## config.mk

```make
export PLATFORM = sky130hd
export DESIGN_NAME = serial_adder
export DESIGN_NICKNAME = d
export VERILOG_FILES = /design/src/rtl/serial_adder.sv
export SDC_FILE = /design/constraint.sdc
export NUM_CORES = 1
export LEC_CHECK = 0
export BUFFER_PORTS_ARGS = -buffer_cell sky130_fd_sc_hd__buf_2
export CAP_MARGIN = 20
export CORE_MARGIN = 10
export CORE_UTILIZATION = 56
export DETAILED_ROUTE_END_ITERATION = 8
export PLACE_DENSITY = 0.82
export SLEW_MARGIN = 20
export SYNTH_ARGS = -nofsm -noshare
export SYNTH_HDL_FRONTEND = slang
export SYNTH_SLANG_ARGS = --single-unit
export TNS_END_PERCENT = 100
```

## constraint.sdc

```tcl
create_clock -name clk -period 3.1 [get_ports clk]
set_input_delay 0.155 -clock clk [delete_from_list [all_inputs] [get_ports clk]]
set_output_delay 0.155 -clock clk [all_outputs]
set_load 0.01 [all_outputs]
```

## src/rtl/serial_adder.sv

```systemverilog
// Bit-serial WIDTH-bit adder: one full_adder cell plus a carry flop, LSB first.
// Optional SERIAL_ADDER_OVF_EN adds a registered signed-overflow output (ovf).

module full_adder (
    input  logic a,
    input  logic b,
    input  logic ci,
    output logic s,
    output logic co
);
    assign s  = a ^ b ^ ci;
    assign co = (a & b) | (ci & (a ^ b));
endmodule

module serial_adder #(
    parameter int unsigned WIDTH = 8
) (
    input  logic             clk,
    input  logic             rst_n,
    input  logic             start,
    input  logic [WIDTH-1:0] a,
    input  logic [WIDTH-1:0] b,
    input  logic             cin,
    output logic             busy,
    output logic             done,
    output logic [WIDTH-1:0] sum,
`ifdef SERIAL_ADDER_OVF_EN
    output logic             ovf,
`endif
    output logic             cout
);
    localparam int unsigned CW = (WIDTH > 1) ? $clog2(WIDTH) : 1;

    typedef enum logic [1:0] {
        IDLE = 2'd0,
        RUN  = 2'd1,
        DONE = 2'd2
    } state_t;

    state_t           state, state_n;
    logic [WIDTH-1:0] a_sr, b_sr, sum_q;
    logic [CW-1:0]    cnt;
    logic             carry_q, cout_q;
    logic             fa_s, fa_c;
    logic             load, step, last;

    full_adder u_fa (
        .a  (a_sr[0]),
        .b  (b_sr[0]),
        .ci (carry_q),
        .s  (fa_s),
        .co (fa_c)
    );

    assign last = (cnt == CW'(WIDTH - 1));

    always_ff @(posedge clk or negedge rst_n) begin
        if (!rst_n) state <= IDLE;
        else        state <= state_n;
    end

    // DONE accepts a new start directly so back-to-back operations skip IDLE.
    always_comb begin
        state_n = state;
        load    = 1'b0;
        step    = 1'b0;
        busy    = 1'b0;
        done    = 1'b0;
        case (state)
            IDLE: begin
                if (start) begin
                    load    = 1'b1;
                    state_n = RUN;
                end
            end
            RUN: begin
                busy = 1'b1;
                step = 1'b1;
                if (last) state_n = DONE;
            end
            DONE: begin
                done = 1'b1;
                if (start) begin
                    load    = 1'b1;
                    state_n = RUN;
                end else begin
                    state_n = IDLE;
                end
            end
            default: state_n = IDLE;
        endcase
    end

    always_ff @(posedge clk or negedge rst_n) begin
        if (!rst_n) begin
            a_sr    <= '0;
            b_sr    <= '0;
            sum_q   <= '0;
            cnt     <= '0;
            carry_q <= 1'b0;
            cout_q  <= 1'b0;
        end else if (load) begin
            a_sr    <= a;
            b_sr    <= b;
            carry_q <= cin;
            cnt     <= '0;
        end else if (step) begin
            a_sr    <= a_sr >> 1;
            b_sr    <= b_sr >> 1;
            sum_q   <= {fa_s, sum_q[WIDTH-1:1]};
            carry_q <= fa_c;
            cnt     <= cnt + CW'(1);
            if (last) cout_q <= fa_c;
        end
    end

`ifdef SERIAL_ADDER_OVF_EN
    logic ovf_q;

    // On the last step carry_q is the carry into the MSB and fa_c the carry out.
    always_ff @(posedge clk or negedge rst_n) begin
        if (!rst_n)            ovf_q <= 1'b0;
        else if (step && last) ovf_q <= carry_q ^ fa_c;
    end

    assign ovf = ovf_q;
`endif

    assign sum  = sum_q;
    assign cout = cout_q;

endmodule

```

======== After elaboration in Yosys (flattened, before gate mapping) ========
Cells that the tools add are included.
cells by class
  $add $sub $neg .......................... 1
  equal/unequal tests ..................... 5
  multiplexer cells ....................... 16
  bitwise gates (word level) .............. 6
  reduce and logical (&&, ||, !) cells .... 6
operator list
  operator                                              count
  two-way mux 8 bit                                     4
  two-way mux 1 bit                                     7
  two-way mux 3 bit                                     2
  case mux 2 bit (3 select lines)                       1
  two-way mux 2 bit                                     2
  != test 2 bit (second input constant)                 2
  AND reduction 2 bit                                   2
  adder 3 x 1 -> 3 bit (second input constant)          1
  equality test 3 bit (second input constant)           1
  AND reduction 3 bit                                   1
  bitwise AND 1 bit                                     2
  equality test 2 x 1 -> 1 bit (second input constant)  1
  equality test 2 bit (second input constant)           1
  logical NOT 2 bit                                     1
  nonzero test 2 bit                                    1
  OR reduction 2 bit                                    1
  bitwise XOR 1 bit                                     2
  inverter 1 bit                                        1
  OR 1 bit                                              1
word-level totals
  flip-flop bits (word level) ............. 31
  output and inout bits ................... 11

======== Logic depth before layout (Yosys ltp) ========
  word-level depth ........................ 5
  mapped depth ............................ 6
  gate-level depth less buffers ........... 4

======== By module ========
From an unflattened synthesis, not the netlist that was laid out.
unflattened totals
  cells, all modules ...................... 117
  area, all modules ....................... 1587.8 sq um
by module, submodules not included
  module        instances  cells an instance  area each (sq um)  seq. area each (sq um)
  serial_adder  1          116                1567.8             775.7
  full_adder    1          1                  20.0               0.0

======== Worst setup path before layout ========
No wires, ideal clock.
  path type ............................... flip-flop to flip-flop
  start point ............................. reg cnt[0]
  end point ............................... reg cnt[2]
  library setup time ...................... 0.121 ns
  arrival time ............................ 1.277 ns
  data required time ...................... 2.979 ns
  slack ................................... 1.702 ns
  cell stages (with the launch flop) ...... 5
  clock period less this slack ............ 1.398 ns
  cell sequence ........................... dfrtp_1 -> ha_1 -> ha_1 -> mux2_2 -> a22o_1
between the ends
  longest elaborated chain between the ends .. 3
RTL lines
  what                    RTL line  text
  start, declared         42        logic [CW-1:0] cnt;
  start signal, assigned  112       cnt <= cnt + CW'(1);
  adder 3 x 1 -> 3 bit    112
  two-way mux 3 bit       107       end else if (step) begin
  two-way mux 3 bit       102       end else if (load) begin
No other way between the ends. The select of a mux whose other input is x is not followed.
A chain may end at the register's enable or synchronous reset.

======== Worst setup path in the final report ========
  start point ............................. reg state[0]
  end point ............................... out busy
between the ends
  longest elaborated chain between the ends .. 2
RTL lines
  what                          RTL line  text
  start, declared               40        state_t state, state_n;
  start signal, assigned        59        else state <= state_n;
  equality test 2 x 1 -> 1 bit  69        case (state)
  two-way mux 1 bit             69
  end, declared                 24        output logic busy,
No other way between the ends.

==> impl_metrics.json <==
{
  "pwr-share-seq_pct": 45.0,
  "grt_max_degree": 32,
  "remaining_drc_errors": 0,
  "start_kind": "flip-flop",
  "gp_congestion": 0.760,
  "yosysTopAreaCellShare_pct": 55.5,
  "cp_slowest_stage_delay_ns": 0.67,
  "vdd_drop_max_mv": 0.575,
  "finalNetCount": 188,
  "power_frac_clock_pct": 15.8,
  "min_path_cells": 3,
  "holdPathEnd": "b_sr[5]",
  "post-cts-setup-buffers": 0,
  "numCtsBuffers": 5,
  "die_area_um2": 4890,
  "worst-setup-path-type": "flip-flop to output pin",
  "power_leakage_nw": 0.769,
  "worstPathArrival_ns": 1.80,
  "start_util_pct": 57.5,
  "reg2reg_to": "cout",
  "ant_nets": 0,
  "cp_slowest_cell": "dfrtp_1",
  "fin_crit_sh_pct": 63.1,
  "yosys.area.top_type": "dfrtp_1",
  "vias": 1081,
  "timing.fmax_mhz": 511,
  "io_pins": 31,
  "synth_common_cells": "dfrtp_1, nand2_1, nor2_1, nor3_1, o22ai_1",
  "synth-seq-cells": 31,
  "critPathRequiredTime_ns": 2.94,
  "post_synth.cell_area_avg_um2": 10.2,
  "r2r_setup_slack_ns": 1.21,
  "fin_skew_ns": 0.00262,
  "layout_min_cycle_time_ns": 1.96,
  "syn-cell-area_um2": 1400,
  "syn2layout_area_growth_pct": 15.2,
  "hold_viol": 0,
  "hold_start": "b[5]",
  "drt_iter0_markers": 125,
  "cts_resized": 0,
  "critPathMaxFanout": 23,
  "cp-end-kind": "output pin",
  "async_reset_ff_share_pct": 100,
  "post-place-ws_ns": 1.26,
  "setup_slack_ns": 1.14,
  "instances_no_fill": 196,
  "yosysMostFrequentCell": "dfrtp_1",
  "clk_pin_slew_ns": 0.09,
  "relSlewSlack_pct": 45.4,
  "fillers": 186,
  "power_switching_share_pct": 38.3,
  "cts_sinks": 31,
  "tns_ns": 0,
  "io_buffer_count": 30,
  "track_usage_pct": 12.2,
  "wl_per_cell_um": 14.6,
  "dp.cells": 187,
  "via_per_inst": 5.52,
  "fp.dieW_um": 70.0,
  "antenna_found_initial": 0,
  "netlist_instances": 137,
  "clockRootBuffer": "clkbuf_4",
  "synth-main-ff-cell": "dfrtp_1",
  "synth.area.top_cells": "dfrtp_1, nand2_1, o22ai_1, mux2i_1, nor3_1",
  "synth_edf_count": 0,
  "grt_pass1_wl_mm": 5.00,
  "yosysSeqAreaShare_pct": 55.5,
  "firstDrtPassIters": 4,
  "p_comb_share_pct": 39.2,
  "status": "completed",
  "cts_tree": "done",
  "worst_slew_pin_slew_ns": 0.817,
  "clk_latency_ns": 0.32,
  "p_switching_w": 0.000638,
  "core_um2": 2430,
  "synth.net_count": 160,
  "grt_overflow_total": 0,
  "finalWirelength_mm": 2.86,
  "powerDensity_nw_per_um2": 1030,
  "ys_types": 24,
  "path_cells": "nand2b_4 -> inv_2 -> buf_2",
  "num_antenna_cells": 0,
  "h-tree-depth": 2,
  "first_global_vias": 1049,
  "setup_viol": 0,
  "yosys_warnings": 0,
  "worst_r2r_path_depth": 4,
  "hpwl_mm": 2.06,
  "drive_above_1_share_pct": 25.9,
  "internal_power_w": 0.00103,
  "rows": 18,
  "clk_path_buf_depth": 2,
  "grt_setup_unrepaired": "false",
  "min_path_type": "input pin to flip-flop",
  "final-max-slew-violation-count": 0,
  "cap_violations": 0,
  "die_h_um": 70.0,
  "reg2reg_from": "state[0]"
}
## worst max-delay path, delay by kind of cell, from the launching register on
family / cells / cell delay (ns)
buffers and inverters: 2 / 0.56
DFF: 1 / 0.67
and+or+nand+nor: 1 / 0.25
## cell usage in the layout, fill, tap and decap left out, types with 2 or more instances in the layout
master	count
buf_2	30
a22o_1	3
ha_1	2
o22ai_1	10
nor2_1	12
nor3_1	10
clkbuf_4	5
nand3_1	3
clkbuf_8	2
a211oi_1	4
mux2_2	2
o21ai_0	3
dfrtp_1	31
nand2_1	25
a21oi_1	4
nor2b_1	6
mux2i_1	5
## sequential cells by signal (all words and copies together), names as in the netlist
| register | count |
|---|---|
| a_sr | 8 |
| b_sr | 8 |
| sum | 8 |
| cnt | 3 |
| state | 2 |
| carry_q | 1 |
| cout | 1 |
## final cells by class
type / count / area, um^2 / share of cell area (%)
Clock buffer: 8 / 68.8 / 4.27
Timing Repair Buffer: 31 / 160 / 9.95
Inverter: 1 / 3.75 / 0.233
Multi-Input combinational cell: 95 / 564 / 35.0
Sequential cell: 31 / 776 / 48.2
Tap cell: 30 / 37.5 / 2.33
## worst max-delay path by stage
stage,from,to,cells past startpoint
5_1_grt,state[0],busy,3
3_5_place_dp,state[0],cout,4
4_1_cts,state[0],busy,3
3_3_place_gp,state[0],cout,4
2_1_floorplan,cnt[0],cnt[2],4
6_report,state[0],busy,3
## what timing repair did
action / 4_1_cts / 5_1_grt
hold endpoints to repair: 31 / 0
setup endpoints to repair: 0 / 0
hold buffers: 1 / 0
## power by group through the flow
stage | Sequential, W | Clock, W | Combinational, W
after floorplan | 0.000721 | 0 | 0.000514
final | 0.000750 | 0.000263 | 0.000653
after global routing | 0.000779 | 0.000290 | 0.000763
after global placement | 0.000746 | 0 | 0.000628
after detailed placement | 0.000756 | 0 | 0.000662
after CTS | 0.000751 | 0.000270 | 0.000664
## metrics by stage
step	hold WS (ns)	instance area (um^2)	total power (W)	util, %
floorplan	-0.141	1400	0.00123	-
global placement	0.216	1530	0.00137	63.0
detailed placement	0.224	1530	0.00142	63.0
CTS	0.0380	1610	0.00168	66.2
global route	0.0394	1610	0.00183	66.2
finish	0.0495	1610	0.00167	66.2
## metal layers
layer / global-route usage [%] / wire [um] / vias up
li1: - / - / 536
met1: 15.1 / 1200 / 510
met2: 18.4 / 1420 / 31
met3: 5.23 / 216 / 4
met4: 4.61 / 25 / 0
met5: 0 / 0 / -
## cell families after synthesis
kind of cell	count (synthesis)	share of synthesized area, %
AOI/OAI and AO/OA	25	11.5
adders and majority gates	3	3.22
buffers and inverters	11	4.12
DFF	31	55.5
muxes	8	6.27
and+or+nand+nor	59	19.3
No activity file was read; power rests on OpenSTA's default activity.
